--- src/rtl/ctx_loader.sv ---
// Stream-driven loader for context/LDM memories with start/complete handshake.
// Also measures the cycle count of each array-core run.
module ctx_loader #(
  parameter int DW = 32,
  parameter int AW = 16
) (
  input  logic          CLK,
  input  logic          RST,
  input  logic [DW-1:0] s_data_in,
  input  logic          s_valid_in,
  output logic          s_ready_out,
  output logic [AW-1:0] mem_addr_out,
  output logic [DW-1:0] mem_din_out,
  output logic [3:0]    mem_ena_out,
  output logic          mem_wea_out,
  output logic          start_out,
  input  logic          complete_in,
  output logic          busy_out,
  output logic          done_out,
  output logic          err_out,
  output logic [31:0]   cycles_out
);

  typedef enum logic [2:0] {
    IDLE, LOAD, DROP, START, WAIT
  } state_t;

  state_t state, next;

  logic [2:0]    op;
  logic [12:0]   cnt;
  logic [AW-1:0] base;
  logic          accept;
  logic          is_wr;
  logic          is_start;
  logic          illegal;
  logic          last;
  logic          rise;

  logic [AW-1:0] addr;
  logic [12:0]   remaining;
  logic [1:0]    sel;
  logic [31:0]   counter;
  logic          complete_prev;

  assign op       = s_data_in[31:29];
  assign cnt      = s_data_in[28:16];
  assign base     = s_data_in[AW-1:0];
  assign accept   = s_valid_in & s_ready_out;
  assign is_wr    = ~op[2];
  assign is_start = (op == 3'b100);
  assign illegal  = op[2] & (op[1:0] != 2'b00);
  assign last     = (remaining == 13'd1);
  assign rise     = complete_in & ~complete_prev;

  assign mem_wea_out = |mem_ena_out;

  always_ff @(posedge CLK) begin
    if (RST) state <= IDLE;
    else     state <= next;
  end

  always_comb begin
    next        = state;
    s_ready_out = 1'b0;
    busy_out    = 1'b1;
    start_out   = 1'b0;
    unique case (state)
      IDLE: begin
        s_ready_out = 1'b1;
        busy_out    = 1'b0;
        if (accept) begin
          unique case (1'b1)
            is_wr:    if (cnt != 13'd0) next = LOAD;
            is_start: next = START;
            default:  if (cnt != 13'd0) next = DROP;
          endcase
        end
      end
      LOAD, DROP: begin
        s_ready_out = 1'b1;
        if (accept && last) next = IDLE;
      end
      START: begin
        start_out = 1'b1;
        next      = WAIT;
      end
      WAIT: begin
        if (rise) next = IDLE;
      end
      default: next = IDLE;
    endcase
  end

  always_ff @(posedge CLK) begin
    if (RST) begin
      addr          <= '0;
      remaining     <= '0;
      sel           <= '0;
      counter       <= '0;
      complete_prev <= 1'b0;
      mem_addr_out  <= '0;
      mem_din_out   <= '0;
      mem_ena_out   <= '0;
      done_out      <= 1'b0;
      err_out       <= 1'b0;
      cycles_out    <= '0;
    end else begin
      complete_prev <= complete_in;
      mem_ena_out   <= '0;
      done_out      <= 1'b0;
      unique case (state)
        IDLE: begin
          if (accept && !is_start) begin
            addr      <= base;
            remaining <= cnt;
            sel       <= op[1:0];
            if (illegal) err_out <= 1'b1;
          end
        end
        LOAD: begin
          if (accept) begin
            mem_ena_out  <= 4'b0001 << sel;
            mem_addr_out <= addr;
            mem_din_out  <= s_data_in;
            addr         <= addr + AW'(1);
            remaining    <= remaining - 13'd1;
          end
        end
        DROP: begin
          if (accept) remaining <= remaining - 13'd1;
        end
        START: counter <= 32'd1;
        WAIT: begin
          // Only a fresh edge counts; a level left high by the last run is ignored.
          if (rise) begin
            cycles_out <= counter;
            done_out   <= 1'b1;
          end else if (counter != 32'hFFFF_FFFF) begin
            counter <= counter + 32'd1;
          end
        end
        default: ;
      endcase
    end
  end

endmodule

--- config.mk ---
export PLATFORM = sky130hd
export DESIGN_NAME = ctx_loader
export DESIGN_NICKNAME = d
export VERILOG_FILES = /design/src/rtl/ctx_loader.sv
export SDC_FILE = /design/constraint.sdc
export NUM_CORES = 1
export LEC_CHECK = 0
export BUFFER_PORTS_ARGS = -buffer_cell sky130_fd_sc_hd__buf_4
export CORE_AREA = 4 4 118 120
export CTS_BUF_LIST = sky130_fd_sc_hd__clkbuf_4 sky130_fd_sc_hd__clkbuf_8 sky130_fd_sc_hd__clkbuf_16
export DETAILED_ROUTE_END_ITERATION = 12
export DIE_AREA = 0 0 122 124
export PLACE_DENSITY_LB_ADDON = 0.2
export SYNTH_ARGS = -nofsm -noshare
export SYNTH_HDL_FRONTEND = slang
export SYNTH_SLANG_ARGS = --single-unit
--- constraint.sdc ---
create_clock -name CLK -period 2.2 [get_ports CLK]
set_input_delay 0 -clock CLK [delete_from_list [all_inputs] [get_ports CLK]]
set_output_delay 0 -clock CLK [all_outputs]
set_load 0.02 [all_outputs]
==> results.json <==
{
  "numClockSinks": 153,
  "power_density_nw_per_um2": 710,
  "synth-main-ff-cell": "dfxtp_1",
  "layout.nets": 1102,
  "portBuffers": 125,
  "synthArstFlopShare_pct": 0,
  "tns_ns": 0,
  "switching_power_mw": 1.64,
  "critPathKind": "register to register",
  "synth_top_area_share_pct": 44.1,
  "ys_seq_elements": 153,
  "fin_cells": 1251,
  "pwr-share-seq_pct": 45.1,
  "area_delta_synth_final_pct": 32.2,
  "p_sw_share_pct": 25.2,
  "grt_overflow": 0,
  "hold_class": "primary input to register",
  "synth.distinct_cells": 68,
  "post-place-ws_ns": 0.142,
  "vias": 7334,
  "synth_warnings": 0,
  "dieArea_um2": 15100,
  "fill_cells": 1060,
  "num_io_pins": 126,
  "clk_pin_slew_ns": 0.06,
  "synth_area_leaders": "dfxtp_1, nand2_1, a21oi_1, nor2_1, o21ai_0",
  "initialDrtViolationCount": 735,
  "max_freq_mhz": 478,
  "wl_um": 20600,
  "pwr-share-clk_pct": 43.5,
  "setup_slack_ns": 0.106,
  "grt_pass1_vias": 6842,
  "reg2reg_from": "state[0]",
  "wl_per_cell_um": 16.4,
  "rrSetupSlack_ns": 0.11,
  "synth_area_um2": 6950,
  "r2r_end": "counter[26]",
  "max-slew-margin-rel_pct": 49.1,
  "synth_edf_count": 0,
  "syn_inst": 894,
  "start_util_pct": 53.6,
  "maxCapViolCount": 0,
  "peakVddDrop_uv": 564,
  "final_cell_mix": "nand2_1, buf_4, dfxtp_1",
  "finalCriticalPeriod_ns": 2.09,
  "cp.arrival_ns": 2.46,
  "firstDrtPassIters": 6,
  "die_h_um": 124,
  "final_max_slew_viol_count": 0,
  "max-clock-path-buffers": 2,
  "gp_congestion": 0.929,
  "min_period_over_period_pct": 95.2,
  "core_area_um2": 13000,
  "grt_pass1_wl_um": 33600,
  "hold_path_end": "err_out",
  "final_util_pct": 70.8,
  "worstMarginPinSlew_ns": 0.764,
  "clockRootBuffer": "clkbuf_16",
  "cts_tree": "yes",
  "p_comb_share_pct": 11.4,
  "dp_cells": 1185,
  "cp.required_ns": 2.57,
  "die_w_um": 122,
  "dp_hpwl_um": 13600,
  "antenna_cells": 0,
  "p_total_mw": 6.53,
  "ys_seq_area_share_pct": 44.1,
  "status": "complete, no violations",
  "placed_cell_area_um2": 8260,
  "grt_use_total_pct": 27.7,
  "hp-start": "s_valid_in",
  "cts_buffers": 17,
  "p_leak_nw": 3.62,
  "mostFrequentLayoutCell": "nand2_1",
  "min_path_cells": 4,
  "yosys.area.top_type": "dfxtp_1",
  "fp-row-count": 42,
  "final_area_um2": 9190,
  "rsz0062_at_grt": "no",
  "grt_max_degree": 73,
  "syn_area_per_cell_um2": 7.78,
  "antenna_violating_nets_post_route": 0,
  "setup_viol": 0,
  "drc_errors": 0,
  "skew_ns": 0.00704,
  "syn_nets": 934,
  "htree_levels": 4,
  "drive_gt1_share_pct": 21.5,
  "worstPathMaxFanout": 9,
  "hold_viol": 0,
  "start_kind": "register",
  "end_kind": "register",
  "p_int_mw": 4.88,
  "timing.hold.ws_ns": 0.118,
  "viasPerCell": 5.86,
  "clk_latency_ns": 0.43,
  "antenna_found_initial": 0,
  "rr_worst_depth": 6
}
==> critical path: stages, from the launching register on <==
cell	delay, ns
dfxtp_1	0.38
or3b_1	0.53
nor2_4	0.14
nand2_1	0.24
buf_4	0.25
nor2_1	0.30
a221o_1	0.20
==> worst max path at each step <==
stage          startpoint     endpoint  slack [ns]  cells past startpoint
3_3_place_gp   counter[1]  counter[26]        0.20                      7
5_1_grt        counter[1]   counter[6]     0.00009                      8
2_1_floorplan  counter[0]  counter[28]        0.20                      7
6_report         state[0]  counter[26]        0.11                      6
4_1_cts        counter[1]  counter[25]        0.11                      7
3_5_place_dp   counter[1]  counter[26]        0.14                      7
==> power groups by stage <==
stage	combinational [mW]	sequential (mW)	clock, mW
after floorplan	0.415	3.01	0
after global placement	0.672	3.00	0
after detailed placement	0.677	3.00	0
after CTS	0.732	2.94	2.90
after global routing	0.813	2.96	3.02
final	0.741	2.94	2.84
==> cells by family (layout without fill, tap and decap cells) <==
| kind of cell | count (synthesis) | count (layout) | share of synthesized area (%) |
|---|---|---|---|
| compound gates | 236 | 236 | 21.1 |
| flops | 153 | 153 | 44.1 |
| xor+xnor | 1 | 1 | 0.126 |
| fa+ha+maj | 4 | 4 | 0.720 |
| simple gates | 425 | 425 | 29.3 |
| mux | 3 | 3 | 0.450 |
| buf+inv | 72 | 253 | 4.25 |
==> layer usage <==
layer	share of wire (%)	track usage, %	vias to the layer above
met5	0	0	-
met4	2.5	10.0	0
met3	8.8	8.49	47
met2	47	44.8	352
met1	41	35.2	3392
li1	-	-	3543
==> layout make-up <==
cell class,count,area [um2],share of cell area [%]
Multi-Input combinational cell,669,3610,39.3
Timing Repair Buffer,208,1670,18.2
Sequential cell,153,3060,33.3
Clock buffer,20,448,4.88
Tap cell,176,220,2.40
Clock inverter,12,126,1.38
Inverter,13,48.8,0.531
==> registers in the layout, indices dropped and copies added, names as in the netlist <==
signal	cells
addr	16
state	3
err_out	1
remaining	13
mem_ena_out	4
counter	32
done_out	1
complete_prev	1
sel	2
cycles_out	32
mem_din_out	32
mem_addr_out	16
==> cell usage after synthesis, types with 3 or more instances <==
library cell,n
a21o_1,4
nand4_1,23
o211ai_1,5
clkbuf_1,41
a221o_1,4
and2_1,4
a21oi_1,102
or3b_2,3
buf_2,16
dfxtp_1,153
ha_1,4
a31oi_1,11
o21ai_2,3
a221oi_1,3
nand3b_1,3
a211oi_1,6
nand2b_1,5
inv_1,12
nand2_1,204
a22oi_1,12
or4_1,7
nor3_1,26
o21ai_0,39
o22ai_1,3
or3_1,5
nor3b_1,3
and3_1,18
a211o_1,5
and4_1,6
o31ai_1,7
nor2_1,56
nor4_1,14
a22o_1,7
a311oi_1,4
nor2b_1,3
nand3_1,31
==> repair_timing <==
item                                    in CTS  in global routing
hold endpoints to repair                    68                  0
resized for setup                            0                  3
hold buffers                                34                  0
setup buffers                                0                  0
endpoints found under the setup margin       0                 11
No activity file was read; power rests on OpenSTA's default activity.
